<file path="config.mk">
export PLATFORM = sky130hd
export DESIGN_NAME = alu_issue
export DESIGN_NICKNAME = d
export VERILOG_FILES = /design/src/rtl/alu_issue_pkg.sv /design/src/rtl/alu_issue_op_decode.sv /design/src/rtl/alu_issue.sv
export SDC_FILE = /design/constraint.sdc
export NUM_CORES = 1
export LEC_CHECK = 0
export BUFFER_PORTS_ARGS = -buffer_cell sky130_fd_sc_hd__buf_2
export CAP_MARGIN = 10
export CORE_UTILIZATION = 47
export DETAILED_ROUTE_END_ITERATION = 6
export GPL_TIMING_DRIVEN = 0
export PLACE_DENSITY = 0.78
export SETUP_SLACK_MARGIN = 0.5
export SLEW_MARGIN = 20
export SYNTH_ARGS = -nofsm -noshare
export SYNTH_HDL_FRONTEND = slang
export SYNTH_SLANG_ARGS = --single-unit
</file>
<file path="constraint.sdc">
create_clock -name clk -period 1.9 [get_ports clk]
set_input_delay 0 -clock clk [delete_from_list [all_inputs] [get_ports clk]]
set_output_delay 0 -clock clk [all_outputs]
set_load 0.1 [all_outputs]
</file>
<file path="src/rtl/alu_issue_pkg.sv">
`default_nettype none
// ============================================================================
//  Module      : alu_issue_pkg
//  Description : Shared ALU operation codes and ALUOp class constants used by
//                the ALU issue stage and the ALU itself.
//  Revision    : 1.0 - initial release
// ============================================================================
package alu_issue_pkg;

  // 4-bit ALU operation codes
  localparam logic [3:0] ALU_AND = 4'b0000;
  localparam logic [3:0] ALU_OR  = 4'b0001;
  localparam logic [3:0] ALU_ADD = 4'b0010;
  localparam logic [3:0] ALU_SUB = 4'b0110;
  localparam logic [3:0] ALU_SLT = 4'b0111;
  localparam logic [3:0] ALU_XOR = 4'b1100;
  localparam logic [3:0] ALU_SLL = 4'b1101;
  localparam logic [3:0] ALU_SRL = 4'b1110;
  localparam logic [3:0] ALU_SRA = 4'b1000;
  localparam logic [3:0] ALU_ILL = 4'b1111;  // ALU returns 0

  // ALUOp instruction classes
  localparam logic [1:0] CLS_MEM = 2'b00;  // load/store address add
  localparam logic [1:0] CLS_BR  = 2'b01;  // branch compare via subtract
  localparam logic [1:0] CLS_R   = 2'b10;  // register-register ALU
  localparam logic [1:0] CLS_I   = 2'b11;  // register-immediate ALU

  // funct3 values for the ALU classes
  localparam logic [2:0] F3_ADD  = 3'b000;
  localparam logic [2:0] F3_SLL  = 3'b001;
  localparam logic [2:0] F3_SLT  = 3'b010;
  localparam logic [2:0] F3_SLTU = 3'b011;
  localparam logic [2:0] F3_XOR  = 3'b100;
  localparam logic [2:0] F3_SR   = 3'b101;
  localparam logic [2:0] F3_OR   = 3'b110;
  localparam logic [2:0] F3_AND  = 3'b111;

  // Shift amount width: shifts only use the low operand bits
  localparam int unsigned SHAMT_W = 5;

endpackage
`default_nettype wire

</file>
<file path="src/rtl/alu_issue_op_decode.sv">
`default_nettype none
// ============================================================================
//  Module      : alu_op_decode
//  Description : Combinational decode of (ALUOp class, funct3, funct7[5])
//                into the 4-bit ALU operation code.
//  Ports       : alu_op_class, funct3, funct7_b5 -> alu_op, illegal, is_shift
//  Revision    : 1.0 - initial release
// ============================================================================
module alu_op_decode
  import alu_issue_pkg::*;
(
  input  logic [1:0] alu_op_class,
  input  logic [2:0] funct3,
  input  logic       funct7_b5,
  output logic [3:0] alu_op,
  output logic       illegal,
  output logic       is_shift
);

  always_comb begin
    alu_op   = ALU_ADD;
    illegal  = 1'b0;
    is_shift = 1'b0;
    case (alu_op_class)
      CLS_MEM: alu_op = ALU_ADD;
      CLS_BR:  alu_op = ALU_SUB;
      default: begin
        case (funct3)
          // funct7[5] selects SUB only for register ops; in I-type it is imm bits
          F3_ADD:  alu_op = (alu_op_class == CLS_R && funct7_b5) ? ALU_SUB : ALU_ADD;
          F3_AND:  alu_op = ALU_AND;
          F3_OR:   alu_op = ALU_OR;
          F3_XOR:  alu_op = ALU_XOR;
          F3_SLT:  alu_op = ALU_SLT;
          F3_SLL: begin
            alu_op   = ALU_SLL;
            is_shift = 1'b1;
            // SLLI with imm[10] set has no encoding
            if (alu_op_class == CLS_I && funct7_b5) illegal = 1'b1;
          end
          F3_SR: begin
            alu_op   = funct7_b5 ? ALU_SRA : ALU_SRL;
            is_shift = 1'b1;
          end
          F3_SLTU: illegal = 1'b1;  // unsigned compare not provided by this ALU
          default: illegal = 1'b1;
        endcase
      end
    endcase
    if (illegal) begin
      alu_op   = ALU_ILL;
      is_shift = 1'b0;
    end
  end

endmodule
`default_nettype wire

</file>
<file path="src/rtl/alu_issue.sv">
`default_nettype none
// ============================================================================
//  Module      : alu_issue
//  Description : ALU issue stage. Decodes the ALU operation, selects operands
//                and holds up to two ops in a skid buffer toward the ALU.
//  Ports       : clk, rst, flush            - clock, sync reset, sync discard
//                in_valid/in_ready          - upstream handshake
//                alu_op_class, funct3, funct7_b5, alu_src,
//                rs1_data, rs2_data, imm    - op fields
//                out_valid/out_ready        - ALU-side handshake
//                AluOp, A, B, illegal_op    - registered op toward the ALU
//  Revision    : 1.0 - initial release
// ============================================================================
module alu_issue
  import alu_issue_pkg::*;
#(
  parameter int XLEN = 32
) (
  input  logic            clk,
  input  logic            rst,
  input  logic            flush,
  input  logic            in_valid,
  output logic            in_ready,
  input  logic [1:0]      alu_op_class,
  input  logic [2:0]      funct3,
  input  logic            funct7_b5,
  input  logic            alu_src,
  input  logic [XLEN-1:0] rs1_data,
  input  logic [XLEN-1:0] rs2_data,
  input  logic [XLEN-1:0] imm,
  output logic            out_valid,
  input  logic            out_ready,
  output logic [3:0]      AluOp,
  output logic [XLEN-1:0] A,
  output logic [XLEN-1:0] B,
  output logic            illegal_op
);

  logic [3:0]      in_op;
  logic            in_ill;
  logic            in_shift;
  logic [XLEN-1:0] b_src;
  logic [XLEN-1:0] in_b;

  alu_op_decode u_decode (
    .alu_op_class (alu_op_class),
    .funct3       (funct3),
    .funct7_b5    (funct7_b5),
    .alu_op       (in_op),
    .illegal      (in_ill),
    .is_shift     (in_shift)
  );

  // Operand B select; shifts only see the shift amount
  always_comb begin
    b_src = alu_src ? imm : rs2_data;
    in_b  = b_src;
    if (in_shift) in_b = {{(XLEN-SHAMT_W){1'b0}}, b_src[SHAMT_W-1:0]};
  end

  // Main slot drives the outputs; skid slot catches one op under backpressure
  logic            main_valid_q, main_valid_d;
  logic [3:0]      main_op_q,    main_op_d;
  logic            main_ill_q,   main_ill_d;
  logic [XLEN-1:0] main_a_q,     main_a_d;
  logic [XLEN-1:0] main_b_q,     main_b_d;
  logic            skid_valid_q, skid_valid_d;
  logic [3:0]      skid_op_q,    skid_op_d;
  logic            skid_ill_q,   skid_ill_d;
  logic [XLEN-1:0] skid_a_q,     skid_a_d;
  logic [XLEN-1:0] skid_b_q,     skid_b_d;

  logic in_xfer;
  logic out_xfer;

  // in_ready comes straight from a flop, so out_ready never reaches it combinationally
  assign in_ready = !skid_valid_q;
  assign in_xfer  = in_valid && in_ready;
  assign out_xfer = main_valid_q && out_ready;

  always_comb begin
    main_valid_d = main_valid_q;
    main_op_d    = main_op_q;
    main_ill_d   = main_ill_q;
    main_a_d     = main_a_q;
    main_b_d     = main_b_q;
    skid_valid_d = skid_valid_q;
    skid_op_d    = skid_op_q;
    skid_ill_d   = skid_ill_q;
    skid_a_d     = skid_a_q;
    skid_b_d     = skid_b_q;

    if (!main_valid_q || out_xfer) begin
      // Main slot is free next cycle: older skid op first, else the new input
      if (skid_valid_q) begin
        main_valid_d = 1'b1;
        main_op_d    = skid_op_q;
        main_ill_d   = skid_ill_q;
        main_a_d     = skid_a_q;
        main_b_d     = skid_b_q;
        skid_valid_d = 1'b0;
      end else if (in_xfer) begin
        main_valid_d = 1'b1;
        main_op_d    = in_op;
        main_ill_d   = in_ill;
        main_a_d     = rs1_data;
        main_b_d     = in_b;
      end else begin
        main_valid_d = 1'b0;
      end
    end else if (in_xfer) begin
      // Main stalled and holding: park the new op in the skid slot
      skid_valid_d = 1'b1;
      skid_op_d    = in_op;
      skid_ill_d   = in_ill;
      skid_a_d     = rs1_data;
      skid_b_d     = in_b;
    end

    if (flush) begin
      main_valid_d = 1'b0;
      skid_valid_d = 1'b0;
    end
  end

  always_ff @(posedge clk) begin
    if (rst) begin
      main_valid_q <= 1'b0;
      main_op_q    <= 4'b0000;
      main_ill_q   <= 1'b0;
      main_a_q     <= '0;
      main_b_q     <= '0;
      skid_valid_q <= 1'b0;
      skid_op_q    <= 4'b0000;
      skid_ill_q   <= 1'b0;
      skid_a_q     <= '0;
      skid_b_q     <= '0;
    end else begin
      main_valid_q <= main_valid_d;
      main_op_q    <= main_op_d;
      main_ill_q   <= main_ill_d;
      main_a_q     <= main_a_d;
      main_b_q     <= main_b_d;
      skid_valid_q <= skid_valid_d;
      skid_op_q    <= skid_op_d;
      skid_ill_q   <= skid_ill_d;
      skid_a_q     <= skid_a_d;
      skid_b_q     <= skid_b_d;
    end
  end

  assign out_valid  = main_valid_q;
  assign AluOp      = main_op_q;
  assign A          = main_a_q;
  assign B          = main_b_q;
  assign illegal_op = main_ill_q;

endmodule
`default_nettype wire
</file>
==> results.py, run 1 <==
metrics = {
    "synth": {
        "syn_area_per_cell_um2": 8.71,
        "synth_top_area_share_pct": 45.3,
        "synthTopCellsByArea": "dfxtp_1 (45%), mux2i_1 (10%), a21oi_1 (8.0%)",
        "synth_cell_type_count": 35,
        "synth_area_leader_cell": "dfxtp_1",
        "synth-seq-area-share_pct": 45.3,
        "netlist_area_um2": 6180,
        "syn_nets": 818,
        "yosys_warnings": 0,
        "netlist_instances": 710,
        "ys_ff_latch": 140,
    },
    "timing": {
        "fin_worst_skew_ns": 0.00356,
        "tns_ns": 0,
        "min_period_ns": 1.44,
        "slew_viol_final": 0,
        "period_share_pct": 75.8,
        "slew_headroom_pct": 48.7,
        "rsz0062_at_grt": "true",
        "timing.hold.ws_ns": 0.0181,
        "finalHoldViolations": 0,
        "worstMarginPinSlew_ns": 0.770,
        "max_freq_mhz": 694,
        "final-setup-viol-count": 0,
    },
    "worst_setup_path": {
        "critPathSlowestCell": "or3_4",
        "arrival_ns": 1.80,
        "crit_type": "flip-flop to flip-flop",
        "worstPathMaxFanout": 10,
        "path_cells": "nand4bb_1, buf_6, buf_8, or3_4, a21oi_2",
        "crit_path_start": "skid_valid_q",
        "start_kind": "flip-flop",
        "cp_top_family": "simple AND/OR/NAND/NOR gates",
        "timing.rr.start": "skid_valid_q",
        "cp-end-kind": "flip-flop",
        "crit_buf_inv": 2,
        "crit_path_max_incr_delay_ns": 0.38,
        "cp.required_ns": 2.26,
    },
    "clocking": {
        "clk_pin_slew_ns": 0.06,
        "htree_levels": 4,
        "clk_path_buf_depth": 2,
        "root_buffer": "clkbuf_16",
        "clk_latency_ns": 0.42,
        "cts.sinks": 140,
        "cts_made_buffers": 17,
        "cts_tree": "yes",
    },
    "global_route": {
        "grt_use_total_pct": 26.6,
        "antenna_found_initial": 1,
        "first_global_vias": 5809,
        "grt_pass1_wl_um": 27800,
        "grt_overflow_total": 0,
        "grt_max_degree": 17,
    },
    "cells_and_area": {
        "final_common_cell": "buf_2",
        "final_cell_mix": "buf_2 (181), dfxtp_1 (138), nand2_1 (106)",
        "layout-area-overhead-vs-synth_pct": 40.8,
        "final_util_pct": 68.4,
        "drive_gt1_share_pct": 32.3,
        "finalNetCount": 1062,
    },
    "floorplanning": {
        "die_area_um2": 13600,
        "dieHeight_um": 117,
        "core_um2": 12700,
        "initial_core_util_pct": 48.6,
        "die_width_um": 117,
        "top_level_ports": 179,
        "std_cell_rows": 41,
    },
    "detailed_routing": {
        "vias": 6131,
        "wirelength_um": 18000,
        "antenna_left": 0,
        "dr.first_iter.drc_count": 391,
        "routed_via_density": 5.38,
        "wire_per_inst_um": 15.8,
        "drc": 0,
        "first_pass_iters": 5,
    },
    "job": {
        "max-cap-violations": 0,
    },
    "outcome": {
        "outcome": "completed",
    },
    "hold_path": {
        "min_path_type": "input port to flip-flop",
        "hold_start": "rs2_data[2]",
    },
    "power_and_ir_drop": {
        "pwr_density_cell_nw_per_um2": 978,
        "vdd_drop_max_mv": 0.599,
        "leakage_nw": 3.63,
    },
    "placement": {
        "port_buffers": 177,
        "place.detailed.hpwl_um": 12100,
        "gp_congestion": 0.796,
    },
}
worst min-delay path: stages:
cell,delay (ns)
buf_2,0.07
mux2i_1,0.11
a211oi_1,0.21
sequential cells by signal, summed over array words and instances (netlist names):
name,flops
A,32
B,32
skid_a_q,32
skid_b_q,32
AluOp,4
skid_op_q,4
illegal_op,1
out_valid,1
skid_ill_q,1
skid_valid_q,1
report_power, final:
group          switching [mW]  internal, mW
registers              0.0695          3.07
clock network            1.25          2.32
logic                    1.33         0.476
total                    2.64          5.87
cell families (layout without fill, tap and decap cells):
logic type             after synthesis  after routing  synth area share (%)
buffers and inverters               69            326                  5.53
AO/OA/AOI/OAI                      182            182                  20.3
flip-flops                         140            140                  45.3
AND/OR/NAND/NOR                    255            255                  18.5
multiplexers                        64             64                  10.4
other                                0              1                     0
worst paths after layout:
kind | depth (start not counted) | slack (ns) | end
worst min-delay path | 3 | 0.02 | skid_b_q[2]
worst max register to register | 5 | 0.46 | skid_b_q[28]
worst max-delay path | 5 | 0.46 | skid_b_q[28]
worst min register to register | 2 | 0.45 | B[0]
per-layer routing:
| metal | track usage (%) | up-vias | wire length (µm) | share of wire [%] |
|---|---|---|---|---|
| met5 | 0 | - | 0 | 0 |
| met4 | 11.1 | 0 | 527 | 2.9 |
| met3 | 5.81 | 46 | 1030 | 5.7 |
| met2 | 44.7 | 220 | 8750 | 49 |
| met1 | 33.0 | 2861 | 7710 | 43 |
| li1 | - | 3004 | - | - |
area by class of cell:
class	instances	area, µm²
inverter	5	18.8
buffer	64	503
timing repair buffer	225	1370
clock buffer	20	437
sequential	140	2810
fill	1045	4020
antenna	1	2.50
tap	172	215
multi-input combinational	501	3160
clock inverter	12	194
synth_stat cells:
library cell  count
nand2b_1          3
clkbuf_1         27
and3_1            1
nand4bb_1         1
inv_1             5
buf_1             4
or3_1            55
nor3_1            5
a21oi_1          99
o41a_1            1
o21ai_2           1
or2b_1            1
buf_2            24
o211a_4           1
and2_1            1
a21o_2            1
a211oi_2         23
a32o_1            1
dfxtp_1         140
nor2_1           73
buf_6             5
a221oi_1          1
nor2b_1           2
mux2i_1          64
o221ai_1          1
nand3_1           3
nand2_2           1
nand2_1         106
a31o_2            1
a211oi_1         46
buf_4             4
o21ai_0           1
nand4_1           1
o211ai_1          5
nor4_1            2
metrics by stage:
step                area (µm²)  std cells  worst slack (ns)  power [mW]
detailed placement        7370       1059             0.110        4.89
global route              8710       1140             0.413        8.76
CTS                       8530       1137             0.478        8.50
finish                    8710       1140             0.459        8.51
floorplan                 6270        710             0.448        4.51
global placement          7370       1059             0.136        4.88
timing repair:
action,in CTS,in global routing
cloned,0,1
setup endpoints to repair,130,120
hold buffers,44,0
hold endpoints to repair,72,0
gates resized for setup,27,49
pin swaps,1,7
buffers inserted,2,1
Note: power is estimated with default switching activity, not from simulation.
==> run 2: changes to the inputs <==
Settings changed: PLACE_DENSITY 0.78 to 0.81.
Clock period 1.9 ns to 1.31 ns, I/O delays scaled along.
==> results.py, run 2 (same netlist as run 1, synthesis figures left out) <==
metrics = {
    "detailed_routing": {
        "routed_via_density": 6.13,
        "first_pass_iters": 7,
        "vias": 7153,
        "wirelength_um": 25500,
        "wire_per_inst_um": 21.9,
        "antenna_left": 0,
        "drc": 0,
        "dr.first_iter.drc_count": 797,
    },
    "timing": {
        "min_period_ns": 1.58,
        "fin_ws_ns": -0.272,
        "max_freq_mhz": 632,
        "finalHoldViolations": 0,
        "slew_headroom_pct": 45.0,
        "slew_viol_final": 0,
        "worstMarginPinSlew_ns": 0.825,
        "tns_ns": -16.56,
        "period_share_pct": 121,
        "final-setup-viol-count": 139,
        "fin_worst_skew_ns": 0.00846,
        "rsz0062_at_grt": "true",
    },
    "global_route": {
        "grt_use_total_pct": 28.4,
        "first_global_vias": 5989,
        "grt_max_degree": 17,
        "grt_overflow_total": 0,
        "grt_pass1_wl_um": 29300,
        "antenna_found_initial": 1,
    },
    "power_and_ir_drop": {
        "pwr-share-clk_pct": 40.3,
        "power.share.switching_pct": 32.4,
        "pwr_density_cell_nw_per_um2": 1300,
        "netSwitchingPower_mw": 4.30,
        "intPower_mw": 8.98,
        "leakage_nw": 4.10,
        "p_seq_share_pct": 35.1,
        "vdd_drop_max_mv": 0.988,
        "share_comb_of_total_power_pct": 24.5,
    },
    "outcome": {
        "violations": "setup timing",
        "outcome": "finished with violations",
    },
    "worst_setup_path": {
        "crit_end": "skid_b_q[23]",
        "r2r_slack_ns": -0.27,
        "cp-end-kind": "flip-flop",
        "timing.rr.start": "skid_valid_q",
        "worstRegToRegCells": 5,
        "arrival_ns": 1.92,
        "cp.required_ns": 1.65,
        "crit_path_start": "skid_valid_q",
        "crit_type": "flip-flop to flip-flop",
        "start_kind": "flip-flop",
        "worstPathMaxFanout": 7,
        "timing.rr.end": "skid_b_q[23]",
    },
    "clocking": {
        "htree_levels": 4,
        "clk_pin_slew_ns": 0.06,
        "cts_tree": "yes",
        "root_buffer": "clkbuf_16",
        "cts.sinks": 140,
        "cts_made_buffers": 17,
        "clk_latency_ns": 0.43,
        "clk_path_buf_depth": 2,
        "cts_hold_buf": 36,
    },
    "floorplanning": {
        "die_width_um": 117,
        "top_level_ports": 179,
        "die_area_um2": 13600,
        "std_cell_rows": 41,
        "dieHeight_um": 117,
        "initial_core_util_pct": 48.6,
        "core_um2": 12700,
    },
    "job": {
        "max-cap-violations": 0,
    },
    "cells_and_area": {
        "final_cell_mix": "buf_2 (138), nand2_1 (106), a21oi_1 (77)",
        "drive_gt1_share_pct": 48.9,
        "fillCellCount": 714,
        "final_common_cell": "buf_2",
        "finalNetCount": 1086,
        "postLayoutCellArea_um2": 10200,
        "layout-area-overhead-vs-synth_pct": 65.5,
    },
    "hold_path": {
        "min_path_type": "input port to flip-flop",
        "holdPathStages": 3,
        "hold_start": "in_valid",
    },
    "placement": {
        "pre_cts_ws_ns": -0.497,
        "dpl_cell_area_um2": 7480,
        "port_buffers": 177,
        "place.detailed.hpwl_um": 12300,
        "gp_congestion": 0.836,
    },
}
## run 2: cell types whose count changed in the layout (fill, tap and decap cells not counted), sizes merged
cell,change
dlygate4sd3,-8
clkinvlp,-2
buf,+28
clkinv,+2
clkbuf,+5
bufinv,-1
diode,+3
## run 2: final cells by class
cell class	count	area (µm²)	area share, %
antenna	4	10.0	0.0978
buffer	64	673	6.58
clock buffer	21	480	4.70
clock inverter	11	163	1.59
inverter	5	26.3	0.257
multi-input combinational	501	3470	34.0
sequential	140	2910	28.5
tap	172	215	2.10
timing repair buffer	249	2280	22.3
## run 2: worst min-delay path by stage
| stage | end | slack (ns) |
|---|---|---|
| finish | skid_valid_q | 0.001 |
| global route | skid_valid_q | 0.03 |
| floorplan | out_valid | 0.07 |
| detailed placement | out_valid | 0.21 |
| CTS | skid_b_q[4] | -0.02 |
| global placement | out_valid | 0.21 |
## run 2: critical path, cell delays in order, from the launching register on
cell and delay, ns:
dfxtp_4 0.38, nand4bb_1 0.23, buf_6 0.19, buf_4 0.14, or3_1 0.35, a21oi_1 0.20
## run 2: repair_timing
item                       in CTS  in global routing
pin swaps                       7                 42
gates cloned                    3                 11
hold endpoints to repair       72                  1
resized for setup             106                280
setup endpoints to repair     211                211
setup buffers                   7                 15
## run 2: routing by layer
layer / GRT usage [%] / share of wire, % / vias to the layer above
met5: 0 / 0 / -
met4: 14.2 / 6.0 / 0
met3: 7.11 / 8.8 / 167
met2: 48.2 / 49 / 526
met1: 33.5 / 37 / 3418
li1: - / - / 3042
## run 2: power by group through the flow
stage / logic [mW] / clock network (mW) / registers [mW]
3_3_place_gp: 2.44 / 0 / 4.67
6_report: 3.26 / 5.36 / 4.67
4_1_cts: 2.68 / 5.25 / 4.60
3_5_place_dp: 2.46 / 0 / 4.68
2_1_floorplan: 0.708 / 0 / 5.89
5_1_grt: 3.36 / 5.51 / 4.68
## run 2: per-stage QoR
step / hold slack [ns] / utilization, % / instances / power [mW]
2_1_floorplan: 0.0687 / - / 710 / 6.60
3_3_place_gp: 0.213 / 58.8 / 1059 / 7.11
3_5_place_dp: 0.210 / 58.8 / 1059 / 7.13
4_1_cts: -0.0188 / 70.1 / 1137 / 12.5
5_1_grt: 0.0267 / 80.4 / 1164 / 13.6
6_report: 0.00149 / 80.4 / 1167 / 13.3
